==> src/rtl/fp_mul_core.sv <==
// Iterative IEEE-754 single-precision multiplier: 24-cycle shift-add mantissa core,
// then normalize/special-case resolution. Fixed 26-cycle start-to-done latency.
module fp_mul_core (
  input  logic        clk,
  input  logic        reset,
  input  logic        mul_enable,
  input  logic [31:0] a,
  input  logic [31:0] b,
  output logic [31:0] product,
  output logic        mul_done,
  output logic        busy
);

  // state | meaning
  // IDLE  | waiting for mul_enable; product holds last result
  // MUL   | one shift-add step per cycle, 24 steps
  // NORM  | normalize, exponent, specials; register product
  // DONE  | mul_done pulse, then back to IDLE
  typedef enum logic [1:0] {IDLE, MUL, NORM, DONE} state_t;

  state_t      r_state;
  logic [31:0] r_a;
  logic [31:0] r_b;
  logic [47:0] r_acc;
  logic [23:0] r_mb;
  logic [4:0]  r_cnt;

  logic [23:0]       w_ma;
  logic [24:0]       w_sum;
  logic [7:0]        w_ea;
  logic [7:0]        w_eb;
  logic              w_sign;
  logic signed [9:0] w_exp;
  logic [22:0]       w_mant;
  logic              w_a_nan, w_b_nan, w_a_inf, w_b_inf, w_a_zero, w_b_zero;
  logic [31:0]       w_result;

  assign w_ma  = {1'b1, r_a[22:0]};
  // Multiplier sits in r_mb, partial product accumulates in the upper half and shifts right.
  assign w_sum = {1'b0, r_acc[47:24]} + (r_mb[0] ? {1'b0, w_ma} : 25'd0);

  assign w_ea     = r_a[30:23];
  assign w_eb     = r_b[30:23];
  assign w_sign   = r_a[31] ^ r_b[31];
  assign w_a_nan  = (w_ea == 8'hFF) && (r_a[22:0] != 23'd0);
  assign w_b_nan  = (w_eb == 8'hFF) && (r_b[22:0] != 23'd0);
  assign w_a_inf  = (w_ea == 8'hFF) && (r_a[22:0] == 23'd0);
  assign w_b_inf  = (w_eb == 8'hFF) && (r_b[22:0] == 23'd0);
  assign w_a_zero = (w_ea == 8'h00);
  assign w_b_zero = (w_eb == 8'h00);
  assign w_exp    = 10'(w_ea) + 10'(w_eb) - 10'd127 + 10'(r_acc[47]);
  assign w_mant   = r_acc[47] ? r_acc[46:24] : r_acc[45:23];

  always_comb begin
    w_result = {w_sign, w_exp[7:0], w_mant};
    if (w_a_nan || w_b_nan || (w_a_inf && w_b_zero) || (w_b_inf && w_a_zero))
      w_result = 32'h7FC0_0000;
    else if (w_a_inf || w_b_inf)
      w_result = {w_sign, 8'hFF, 23'd0};
    else if (w_a_zero || w_b_zero)
      w_result = {w_sign, 31'd0};
    else if (w_exp >= 10'sd255)
      w_result = {w_sign, 8'hFF, 23'd0};
    else if (w_exp <= 10'sd0)
      w_result = {w_sign, 31'd0};
  end

  always_ff @(posedge clk or negedge reset) begin
    if (!reset) begin
      r_state  <= IDLE;
      r_a      <= 32'd0;
      r_b      <= 32'd0;
      r_acc    <= 48'd0;
      r_mb     <= 24'd0;
      r_cnt    <= 5'd0;
      product  <= 32'd0;
      mul_done <= 1'b0;
      busy     <= 1'b0;
    end else begin
      case (r_state)
        IDLE: begin
          mul_done <= 1'b0;
          if (mul_enable) begin
            r_a     <= a;
            r_b     <= b;
            r_acc   <= 48'd0;
            r_mb    <= {1'b1, b[22:0]};
            r_cnt   <= 5'd23;
            busy    <= 1'b1;
            r_state <= MUL;
          end
        end
        MUL: begin
          r_acc <= {w_sum, r_acc[23:1]};
          r_mb  <= {1'b0, r_mb[23:1]};
          if (r_cnt == 5'd0) r_state <= NORM;
          else               r_cnt   <= r_cnt - 5'd1;
        end
        NORM: begin
          product  <= w_result;
          mul_done <= 1'b1;
          r_state  <= DONE;
        end
        DONE: begin
          mul_done <= 1'b0;
          busy     <= 1'b0;
          r_state  <= IDLE;
        end
        default: r_state <= IDLE;
      endcase
    end
  end

endmodule

==> config.mk <==
export PLATFORM = sky130hd
export DESIGN_NAME = fp_mul_core
export DESIGN_NICKNAME = d
export VERILOG_FILES = /design/src/rtl/fp_mul_core.sv
export SDC_FILE = /design/constraint.sdc
export NUM_CORES = 1
export LEC_CHECK = 0
export CAP_MARGIN = 20
export CORE_UTILIZATION = 36
export DETAILED_ROUTE_END_ITERATION = 8
export PLACE_DENSITY_LB_ADDON = 0.15
export SYNTH_ARGS = -nofsm -noshare
export SYNTH_HDL_FRONTEND = slang
export SYNTH_SLANG_ARGS = --single-unit
==> constraint.sdc <==
create_clock -name clk -period 8.8 [get_ports clk]
set_input_delay 1.76 -clock clk [delete_from_list [all_inputs] [get_ports clk]]
set_output_delay 1.76 -clock clk [all_outputs]
set_load 0.005 [all_outputs]
==> results by group <==
Run status
  – Status: finished, final reports clean

Yosys
  – Compound-Gate Fraction of Synth Area: 0.166
  – Simple-gate share of the synthesized area: 0.105
  – Synth area leaders: dfrtp_1, mux2_2, ha_1, o22ai_1, mux2i_1
  – Async SR Flop Fraction: 1.00
  – Gate Count Post-Synth: 784
  – Sequential share of the synthesized area: 0.468
  – Post-Syn Area: 0.00823 sq mm
  – Mux contribution to synthesized area: 0.118
  – Largest family of logic cells by synthesized area: compound AO/OA/AOI/OAI gates
  – Yosys top cell area share: 0.468
  – Synth Net Count: 900
  – Synth Flop Type: dfrtp_1
  – Adder-Cell Fraction of Synth Area: 0.0763
  – XOR/XNOR Fraction of Synth Area: 0.0266
  – Area leader, netlist: dfrtp_1
  – Warnings from Yosys: 0
  – #FFs+latches synth: 154
  – EDFF count, synth: 0
  – Most frequent cells after synthesis: dfrtp_1, mux2_2, o22ai_1
  – Count leader, synth: dfrtp_1
  – Cell variety after synth: 59
  – Syn avg cell area: 10.5 sq um

Place
  – DP HPWL: 13.7 mm
  – Cell Area, Placed: 0.00950 sq mm
  – GPL Wtd Cong: 0.822
  – Placed insts: 1135
  – IO buf count: 100

Die
  – Die Width: 153 um
  – Initial Util: 0.373
  – Row count: 54
  – Chip Height: 153 um
  – Ports: 101
  – Core Region: 0.0221 sq mm
  – DIE AREA: 0.0235 sq mm

Route
  – WL/cell: 16.9 um
  – ANT nets after route: 0
  – WL final: 19.7 mm
  – Vias: 6184
  – Drt first pass iters: 4
  – 1st-iter DRT viols: 333
  – Post-DR vias/cell: 5.30
  – Residual DRC: 0

Critical path
  – Crit start category: input port
  – CP Data Arrival Time: 4.83 ns
  – Kind of critical path: in -> reg
  – Req. time, crit path: 9.16 ns
  – CP endpoint kind: register
  – CP Max Fanout: 32

GRT
  – Global-route wire length before repair: 32.7 mm
  – Initial antenna violation count: 1
  – Vias in the first global route: 6249
  – All-Layer GR Usage: 0.176
  – Global route overflow: 0
  – Largest net degree at the start of global routing: 87

Clocking
  – Longest Clk Path Bufs: 2
  – CTS Sinks: 154
  – Root buf cell: clkbuf_16
  – Clk slew on worst S/H paths: 0.07 ns
  – CTS tree: built
  – H-tree depth: 4
  – CTS buffer count: 17
  – Cts hold-fix bufs: 0
  – Setup repair bufs after CTS: 0
  – Post_cts resized: 0
  – Later-pin clock latency in the skew report: 0.43 ns

STA
  – Period utilization: 0.508
  – Max transition margin: 0.320
  – Layout Skew: 0.0116 ns
  – Fmax: 224 MHz
  – Setup TNS: 0 ns
  – Setup-failing EPs final: 0
  – Post-layout minimum cycle time: 4.47 ns
  – Fin. Hold Viols: 0
  – Worst slew pin tran: 1.02 ns
  – Slew Viols, Final: 0
  – RSZ-0062 raised after global routing: false

Finish
  – Design area: 0.0101 sq mm
  – Final core occ: 0.456
  – Final Instance Count excl. Fillers: 1167
  – Sequential cell area: 0.00385 sq mm
  – Syn-to-layout area delta: 22.4%
  – Fraction of layout cells with a size suffix above 1: 0.133
  – Fin nets: 990
  – Area of the multi-input gates: 0.00406 sq mm
  – # diodes: 0
  – Fillers: 2089

Power
  – Net Switching: 1.69 mW
  – Sequential share of power: 0.319
  – PwrDens: 410 mW/mm^2
  – Max VDD drop: 0.000121 V
  – Leak: 4.21 nW
  – Logic gate share of total power: 0.504
  – Clock power share: 0.177
  – Sw frac: 0.409
  – Pint: 2.44 mW

Flow run
  – Max Cap Viol: 0

Worst hold path
  – Type of the worst min-delay path: reg -> reg
[per-stage QoR]
| step | hold slack, ns | power [mW] | setup WS, ns |
|---|---|---|---|
| 6_report | 0.505 | 4.13 | 4.33 |
| 5_1_grt | 0.529 | 4.47 | 4.20 |
| 4_1_cts | 0.503 | 4.16 | 4.37 |
| 3_5_place_dp | 0.487 | 3.42 | 3.91 |
| 3_3_place_gp | 0.485 | 3.40 | 3.98 |
| 2_1_floorplan | 0.463 | 2.79 | 4.78 |
[cells in the final DEF (no fill, tap or decap), drive strengths merged, types with 26 or more instances in the layout]
cell	instances
dfrtp	154
clkdlybuf4s50	99
o22ai	67
mux2	65
inv	54
a21oi	48
ha	47
nand2	47
o21ai	46
nor2	27
and2	26
[metal layers]
layer	vias to the layer above	track usage	share of wire	routed length, um
met1	3015	0.242	0.50	9840
met2	94	0.279	0.46	9030
met4	2	0.0486	0.012	242
met5	-	0	0.00066	13
met3	17	0.0366	0.031	605
li1	3056	-	-	-
[registers in the layout (all words and copies together), names as in the netlist]
name      count
r_cnt         5
product      32
r_acc        25
r_mb         24
r_b          32
mul_done      1
r_state       2
r_a          32
busy          1
[logic make-up (layout without fill, tap and decap cells)]
family	count (synthesis)	count (layout)
xor gates and xnor gates	25	25
adders and majority gates	49	49
buffers and inverters	84	187
muxes	89	89
AOI/OAI and AO/OA	217	217
DFF	154	154
and+or+nand+nor	166	166
[layout make-up]
| cell class | instances | share of cell area |
|---|---|---|
| Clock buffer | 19 | 0.0440 |
| Clock inverter | 13 | 0.0132 |
| Inverter | 48 | 0.0179 |
| Multi-Input combinational cell | 546 | 0.403 |
| Sequential cell | 154 | 0.382 |
| Tap cell | 280 | 0.0348 |
| Timing Repair Buffer | 107 | 0.105 |
[worst max-delay path, cell delays in order]
cell	delay [ns]
clkdlybuf4s50_1	0.60
nand2b_1	0.83
nand2_1	0.49
buf_4	0.40
or4b_2	0.64
nand3_1	0.10
[power by group through the flow]
stage,Clock [mW],Combinational [mW],Sequential [mW]
4_1_cts,0.745,2.10,1.32
6_report,0.731,2.08,1.32
3_5_place_dp,0,2.09,1.33
5_1_grt,0.776,2.33,1.37
3_3_place_gp,0,2.07,1.33
2_1_floorplan,0,1.56,1.24
[path summary, 6_finish.rpt]
check | endpoint | slack (ns) | startpoint | cells past startpoint
min in group asynchronous | product[17] | 1.41 | reset | 1
max in group asynchronous | r_acc[44] | 5.96 | reset | 2
min reg2reg | r_acc[23] | 0.51 | r_acc[23] | 1
min | r_acc[23] | 0.51 | r_acc[23] | 1
max reg2reg | product[11] | 4.90 | r_a[23] | 13
max | r_acc[36] | 4.33 | mul_enable | 6
Power figures use the tool's default switching activity.
